[config.mk]
export PLATFORM = sky130hd
export DESIGN_NAME = rf_wport_sched
export DESIGN_NICKNAME = d
export VERILOG_FILES = /design/src/rtl/rf_wport_sched.sv
export SDC_FILE = /design/constraint.sdc
export NUM_CORES = 1
export LEC_CHECK = 0
export CAP_MARGIN = 20
export CORE_MARGIN = 3
export CORE_UTILIZATION = 40
export CTS_CLUSTER_DIAMETER = 80
export DETAILED_ROUTE_END_ITERATION = 10
export PLACE_DENSITY_LB_ADDON = 0.15
export REMOVE_ABC_BUFFERS = 1
export SETUP_SLACK_MARGIN = 0.15
export SYNTH_ARGS = -nofsm -noshare
export SYNTH_HDL_FRONTEND = slang
export SYNTH_SLANG_ARGS = --single-unit
[constraint.sdc]
create_clock -name clk -period 6.35 [get_ports clk]
set_input_delay 1.905 -clock clk [delete_from_list [all_inputs] [get_ports clk]]
set_output_delay 1.905 -clock clk [all_outputs]
set_load 0.005 [all_outputs]
[src/rtl/rf_wport_sched.sv]
// rf_wport_sched
//   Write-port scheduler and scoreboard for the 32x32 register file of the
//   pipelined RV32I core. The single RF write port is shared between the
//   in-order WB stage and the long-latency unit (LU: mul/div/load-miss).
//   Pending destination registers are tracked in busy_vec, and issue is
//   stalled on RAW/WAW hazards.
//
//   Optional feature macro: RF_SCHED_BYPASS_EN
//     defined   : a source register being written this cycle does not stall.
//                 fwd_rs1/fwd_rs2 tell decode to take rf_wD for that source.
//     undefined : no bypass. fwd_rs1/fwd_rs2 are tied to 0.
//
// Ports
//   clk, rst                     clock, synchronous active-high reset
//   issue_valid/rs1/rs2/rd/rd_we decode request; issue_stall holds decode
//   wb_valid/rd/data, wb_ready   WB write request and accept
//   lu_valid/rd/data, lu_ready   LU write request and accept
//   rf_wR/rf_we/rf_wD            register file write port
//   busy_vec                     bit i = a write to xi is pending
//   fwd_rs1/fwd_rs2              source satisfied by this cycle's rf_wD
//
// Handshakes: a requester raises *_valid and holds rd/data stable until it
// sees *_ready high. The write is accepted, and the RF is written, on the
// same rising edge where valid & ready are both high. Issue fires on an edge
// where issue_valid & !issue_stall.

module rf_wport_sched #(
  parameter int XLEN       = 32,
  parameter int STARVE_MAX = 4
) (
  input  logic            clk,
  input  logic            rst,
  input  logic            issue_valid,
  input  logic [4:0]      issue_rs1,
  input  logic [4:0]      issue_rs2,
  input  logic [4:0]      issue_rd,
  input  logic            issue_rd_we,
  output logic            issue_stall,
  input  logic            wb_valid,
  input  logic [4:0]      wb_rd,
  input  logic [XLEN-1:0] wb_data,
  output logic            wb_ready,
  input  logic            lu_valid,
  input  logic [4:0]      lu_rd,
  input  logic [XLEN-1:0] lu_data,
  output logic            lu_ready,
  output logic [4:0]      rf_wR,
  output logic            rf_we,
  output logic [XLEN-1:0] rf_wD,
  output logic [31:0]     busy_vec,
  output logic            fwd_rs1,
  output logic            fwd_rs2
);

  localparam int CW = $clog2(STARVE_MAX + 1);

  logic          force_lu_q, force_lu_d;
  logic [CW-1:0] starve_cnt_q, starve_cnt_d;
  logic [31:0]   busy_q, busy_d;

  logic wb_gnt, lu_gnt, any_gnt;
  logic hit_rs1, hit_rs2;
  logic issue_fire;

  // Arbitration: WB has priority unless LU has been starved long enough,
  // in which case WB is frozen for exactly one cycle. No grants in reset.
  always_comb begin
    wb_ready = ~rst & ~force_lu_q;
    lu_ready = ~rst & (force_lu_q | (lu_valid & ~wb_valid));
    wb_gnt   = wb_valid & wb_ready;
    lu_gnt   = lu_valid & lu_ready;
  end

  // Write-port mux. The grants are mutually exclusive by construction.
  always_comb begin
    rf_wR   = 5'd0;
    rf_wD   = '0;
    any_gnt = 1'b0;
    if (wb_gnt) begin
      rf_wR   = wb_rd;
      rf_wD   = wb_data;
      any_gnt = 1'b1;
    end else if (lu_gnt) begin
      rf_wR   = lu_rd;
      rf_wD   = lu_data;
      any_gnt = 1'b1;
    end
  end

  // x0 is hardwired, so a granted write to it is consumed without writing.
  assign rf_we = any_gnt & (rf_wR != 5'd0);

  // Starvation counter: counts consecutive cycles LU waits. Reaching
  // STARVE_MAX-1 while still waiting raises force_lu for the next cycle;
  // the forced grant then clears both the counter and force_lu.
  always_comb begin
    starve_cnt_d = '0;
    if (lu_valid & ~lu_ready) begin
      if (starve_cnt_q != CW'(STARVE_MAX))
        starve_cnt_d = starve_cnt_q + CW'(1);
      else
        starve_cnt_d = starve_cnt_q;
    end
    force_lu_d = (starve_cnt_q == CW'(STARVE_MAX - 1)) & lu_valid & ~lu_ready;
  end

`ifdef RF_SCHED_BYPASS_EN
  // A source being written this cycle is served from rf_wD.
  assign hit_rs1 = rf_we & (rf_wR == issue_rs1);
  assign hit_rs2 = rf_we & (rf_wR == issue_rs2);
  assign fwd_rs1 = issue_valid & hit_rs1;
  assign fwd_rs2 = issue_valid & hit_rs2;
`else
  assign hit_rs1 = 1'b0;
  assign hit_rs2 = 1'b0;
  assign fwd_rs1 = 1'b0;
  assign fwd_rs2 = 1'b0;
`endif

  // busy_q[0] is always 0, so x0 never stalls. WAW on rd ignores bypass:
  // the older write must land before a newer writer may be tracked.
  assign issue_stall = issue_valid &
                       ((busy_q[issue_rs1] & ~hit_rs1) |
                        (busy_q[issue_rs2] & ~hit_rs2) |
                        (issue_rd_we & busy_q[issue_rd]));

  assign issue_fire = issue_valid & ~issue_stall;

  // Scoreboard update: clear on write, then set on issue so that a set and
  // clear of the same register in one cycle leaves it pending.
  always_comb begin
    busy_d = busy_q;
    if (rf_we)
      busy_d[rf_wR] = 1'b0;
    if (issue_fire & issue_rd_we & (issue_rd != 5'd0))
      busy_d[issue_rd] = 1'b1;
    busy_d[0] = 1'b0;
  end

  always_ff @(posedge clk) begin
    if (rst) begin
      busy_q       <= '0;
      starve_cnt_q <= '0;
      force_lu_q   <= 1'b0;
    end else begin
      busy_q       <= busy_d;
      starve_cnt_q <= starve_cnt_d;
      force_lu_q   <= force_lu_d;
    end
  end

  assign busy_vec = busy_q;

endmodule

# ---- Word-level counts from Yosys, hierarchy flattened
# Cells that the tools add are included.
dict set report word_totals {
  memories 0
  out_inout_bits 75
  wordCells 62
  inputBits 95
  romBits 0
  ramBits 0
  regBits 36
  latch_bits 0
}
dict set report classes {
  magnitude_cmp 6
  mux 18
  mul 0
  n_div 0
  bitwise 26
  reduce_logical 5
  shifts 0
  n_eq_ne 2
  n_addsub 1
}
# operator count
set ops {}
lappend ops {{$mux 32} 4}
lappend ops {{$and 32x32->32} 1}
lappend ops {{$not 32->32} 1}
lappend ops {{$or 32x32->32} 1}
lappend ops {{$lt 5x6->1 const B} 4}
lappend ops {{$bmux 1 s5} 3}
lappend ops {{$and 1x1->1} 14}
lappend ops {{$demux 1 s5} 2}
lappend ops {{$ge 5x1->1 const B} 2}
lappend ops {{$mux 5} 2}
lappend ops {{$reduce_bool 5->1} 2}
lappend ops {{$mux 1} 7}
lappend ops {{$not 1->1} 6}
lappend ops {{$add 3x1->3 const B} 1}
lappend ops {{$eq 3x2->1 const B} 1}
lappend ops {{$ne 3x3->1 const B} 1}
lappend ops {{$or 1x1->1} 3}
lappend ops {{$logic_and 1x1->1} 2}
lappend ops {{$reduce_or 2->1} 1}

# ---- Depth between registers and ports, before layout
dict set report logic_depth {
  word_depth 16
  ltp_mapped 10
  mapped_depth_nobuf 7
}

# ---- Worst setup path before layout
# OpenSTA, ideal clock, no wires.
dict set report synth_path {
  path_kind {input port to output port}
  startpoint {input port issue_rs1[2]}
  endpoint {output port issue_stall}
  n_path_buf 2
  t_arrival_ps 3736
  required_ps 4445
  cell_stages 8
  slack_ps 709
  cell_sequence {buf_6 > mux4_1 > mux4_2 > nand2b_4 > o211ai_2 > nand4b_4 > buf_6 > o21a_1}
}
dict set report synth_via {
  elab_chain_len 5
}
# element line
set synth_rtl {}
lappend synth_rtl {{start, declared} 34} ;# input logic [4:0] issue_rs1,
lappend synth_rtl {{$bmux 1 s5} 123} ;# ((busy_q[issue_rs1] & ~hit_rs1) |
lappend synth_rtl {{$mux 1 (implied by the code)} 123}
lappend synth_rtl {{$or 1x1->1} 123}
lappend synth_rtl {{$or 1x1->1} 124} ;# (busy_q[issue_rs2] & ~hit_rs2) |
lappend synth_rtl {{$and 1x1->1} 122} ;# assign issue_stall = issue_valid &
lappend synth_rtl {{end, declared} 38} ;# output logic issue_stall,
# Every way passes these cells. The select of a mux whose other input is x is not followed.

# ---- Worst setup path after layout
dict set report layout_path {
  startpoint {input port issue_rd[1]}
  endpoint {output port issue_stall}
}
dict set report layout_via {
  elab_chain_len 5
}
# element line
set layout_rtl {}
lappend layout_rtl {{start, declared} 36} ;# input logic [4:0] issue_rd,
lappend layout_rtl {{$bmux 1 s5} 125} ;# (issue_rd_we & busy_q[issue_rd]));
lappend layout_rtl {{$mux 1 (implied by the code)} 125}
lappend layout_rtl {{$and 1x1->1} 125}
lappend layout_rtl {{$or 1x1->1} 124}
lappend layout_rtl {{$and 1x1->1} 122}
# Every way passes these cells. The select of a mux whose other input is x is not followed.

==> impl_metrics.env <==
export IMPL_status="finished, final reports clean"
export IMPL_r2r_start="busy_vec[18]$_SDFF_PP0_"
export IMPL_slowest_stage="or4_1"
export IMPL_synth_cells=329
export IMPL_vias=3587
export IMPL_ys_seq_area_frac=0.218
export IMPL_grt_overflow_total=0
export IMPL_r2r_end="busy_vec[29]$_SDFF_PP0_"
export IMPL_start_util=0.413
export IMPL_crit_fanout=20
export IMPL_startpoint="issue_rd[1]"
export IMPL_cap_violations=0
export IMPL_finClkSkew_ns=0.00441
export IMPL_area_delta_synth_final_pct=59.1
export IMPL_synth_top_area_frac=0.218
export IMPL_cts_num_sinks=35
export IMPL_via_per_inst=6.06
export IMPL_grt_pass1_vias=3645
export IMPL_cpPeakStageDelay_ns=0.54
export IMPL_wire_per_inst_um=21.4
export IMPL_worst_pin_slew_ns=0.743
export IMPL_worst_path_buf_inv=3
export IMPL_grt_start_max_net_pins=33
export IMPL_rows=32
export IMPL_path_cells="clkdlybuf4s50_1, buf_12, mux2i_1, o22ai_1, or4_1, a21oi_2, nor2b_1, o21a_1, dlygate4sd2_1"
export IMPL_hp_class="register to register"
export IMPL_finalCritPeriodShare=0.961
export IMPL_drv_slew=0
export IMPL_dp_hpwl_um=9820
export IMPL_io_pins=170
export IMPL_hold_viol_final=0
export IMPL_drtIter0Drc=232
export IMPL_fin_setup_tns_ns=0
export IMPL_layout_drive_gt1_share=0.151
export IMPL_fmax_ghz=0.164
export IMPL_drc=0
export IMPL_holdWs_ns=0.485
export IMPL_cts_max_path_buffers=2
export IMPL_die_w_um=95.5
export IMPL_cts_max_level=2
export IMPL_reg2reg_depth=7
export IMPL_ys_flop_type="dfxtp_1"
export IMPL_postRouteAntennaNets=0
export IMPL_numPortBuffers=166
export IMPL_rsz0062_at_grt="false"
export IMPL_diodes=0
export IMPL_wirelength_um=12700
export IMPL_ys_types=54
export IMPL_drt_pass1_iterations=5
export IMPL_clk_pin_slew_worst_paths_ns=0.07
export IMPL_crit_cells=9
export IMPL_synthTopCellsByCount="35 x dfxtp_1, 32 x a22o_1, 24 x o41ai_2"
export IMPL_grt_usage=0.277
export IMPL_die_h_um=95.5
export IMPL_synth_most_common_cell="dfxtp_1"
export IMPL_cts_hold_buf=0
export IMPL_globalplace_congestion=0.940
export IMPL_crit_family="buffers and inverters"
export IMPL_clock_latency_ns=0.29
export IMPL_syn_area_per_cell_sq_um=9.75
export IMPL_startpoint_type="input port"
export IMPL_syn_area_sq_um=3210
export IMPL_dieArea_sq_um=9130
export IMPL_synth_top_cell_by_area="dfxtp_1"
export IMPL_grt_pass1_wl_um=19500
export IMPL_r2r_slack_ns=3.67
export IMPL_nNetsFinal=587
export IMPL_cts_tree="built"
export IMPL_power_density_nw_per_um2=120
export IMPL_slew_headroom=0.503
export IMPL_placed_cell_area_sq_um=4990
export IMPL_setup_viol=0
export IMPL_ys_ff_latch=35
export IMPL_required_ns=4.45
export IMPL_cp_end_kind="output port"
export IMPL_critPathArrivalTime_ns=4.20
export IMPL_antenna_found_initial=0
export IMPL_root_buffer="clkbuf_8"
export IMPL_p_leak_nw=1.92
export IMPL_async_reset_ff_frac=0
export IMPL_stdcell_area_sq_um=5100
export IMPL_endpoint="issue_stall"
export IMPL_numCtsBuffers=5
export IMPL_timing_final_crit_period_ns=6.10
export IMPL_synth_area_leaders="dfxtp_1 22%, o41ai_2 12%, a22o_1 8.7%, mux2i_1 6.9%, mux4_1 5.7%"
export IMPL_worstSetupPathType="input port to output port"
export IMPL_synth_warnings=0
export IMPL_max_vdd_ir_drop_uv=99.2
export IMPL_synth_edf_count=0
export IMPL_design_core_area_sq_um=7770
## repair_timing
item | in CTS | in global routing
setup buffers | 0 | 1
gates cloned | 0 | 0
pin swaps | 1 | 1
setup endpoints to repair | 1 | 1
gates resized for setup | 3 | 2
## worst min-delay path by stage
stage / start / end / cells past startpoint / slack (ns)
after floorplan: starve_cnt_q[2]$_SDFFE_PP0P_ / starve_cnt_q[1]$_SDFFE_PP0P_ / 2 / 0.46
final: starve_cnt_q[2]$_SDFFE_PP0P_ / starve_cnt_q[1]$_SDFFE_PP0P_ / 2 / 0.49
after global placement: starve_cnt_q[2]$_SDFFE_PP0P_ / starve_cnt_q[1]$_SDFFE_PP0P_ / 2 / 0.47
after detailed placement: starve_cnt_q[2]$_SDFFE_PP0P_ / starve_cnt_q[1]$_SDFFE_PP0P_ / 2 / 0.48
after CTS: starve_cnt_q[2]$_SDFFE_PP0P_ / starve_cnt_q[1]$_SDFFE_PP0P_ / 2 / 0.49
after global routing: starve_cnt_q[2]$_SDFFE_PP0P_ / starve_cnt_q[1]$_SDFFE_PP0P_ / 2 / 0.54
## cell type report
| type | instances | area [sq um] |
|---|---|---|
| clock inverters | 1 | 7.51 |
| fillers | 672 | 2670 |
| well taps | 102 | 128 |
| clock buffers | 7 | 96.3 |
| flip-flops and latches | 35 | 701 |
| inverters | 6 | 22.5 |
| repair buffers | 190 | 1870 |
| multi-input cells | 251 | 2280 |
## layer usage
metal  wire length [um]  part of all wire  up-vias  track usage
met3                875             0.069       18       0.0584
met5                  0                 0        -            0
met1               5340              0.42     1739        0.362
met2               6250              0.49      159        0.459
met4                196             0.015        0       0.0818
li1                   -                 -     1671            -
## worst min-delay path, stage by stage, from the launching register on
cell and delay, ns:
dfxtp_1 0.32, nand3_1 0.06, a21oi_1 0.05
## where the power goes
part           leakage [nW]  internal [mW]  total [mW]  switching [mW]
clock network        0.0505         0.0987       0.181          0.0827
logic                  1.59          0.117       0.209          0.0928
registers             0.282          0.220       0.222         0.00172
## cell families (layout without fill, tap and decap cells)
| family | after synthesis | count (layout) | synth area share |
|---|---|---|---|
| other | 1 | 3 | 0.00117 |
| muxes | 37 | 37 | 0.165 |
| AOI/OAI and AO/OA | 127 | 127 | 0.371 |
| DFF | 35 | 35 | 0.218 |
| xor gates and xnor gates | 1 | 1 | 0.00273 |
| and+or+nand+nor | 80 | 80 | 0.156 |
| adders and majority gates | 3 | 3 | 0.0117 |
| buffers and inverters | 45 | 204 | 0.0745 |
## metrics by stage
step	power, mW	setup WS (ns)	cells	utilization
2_1_floorplan	0.297	0.372	292	-
4_1_cts	0.614	0.160	591	0.655
3_5_place_dp	0.435	-0.155	583	0.642
6_report	0.613	0.247	592	0.657
3_3_place_gp	0.432	-0.104	583	0.642
5_1_grt	0.640	0.143	592	0.657
## state kept, by name, summed over array words and instances (netlist names)
register,flops
starve_cnt_q,3
busy_vec,31
force_lu_q,1
## cells in the final DEF, fill, tap and decap left out, types with 3 or more instances in the layout
master / synthesis / layout
clkdlybuf4s50_1: 0 / 163
dfxtp_1: 35 / 35
a22o_1: 32 / 32
o41ai_2: 24 / 24
mux2i_1: 22 / 22
buf_4: 4 / 22
o211ai_1: 19 / 19
nor2_1: 11 / 11
nand3_1: 10 / 10
nand2_1: 10 / 10
o311ai_0: 10 / 10
nand3b_1: 9 / 9
nor2b_1: 8 / 8
clkbuf_8: 0 / 7
inv_1: 6 / 6
a21oi_1: 7 / 6
mux4_1: 7 / 6
nand2b_1: 5 / 5
a31oi_1: 5 / 5
mux2_2: 5 / 5
o21ai_1: 5 / 5
and3b_1: 4 / 4
or2_2: 4 / 4
mux4_2: 3 / 4
o22ai_1: 4 / 4
nand4b_1: 3 / 3
a221oi_1: 3 / 3
or4_1: 3 / 3
o21ai_0: 3 / 3
o31ai_1: 3 / 3
ha_1: 3 / 3
conb_1: 1 / 3
Note: power is estimated with default switching activity, not from simulation.
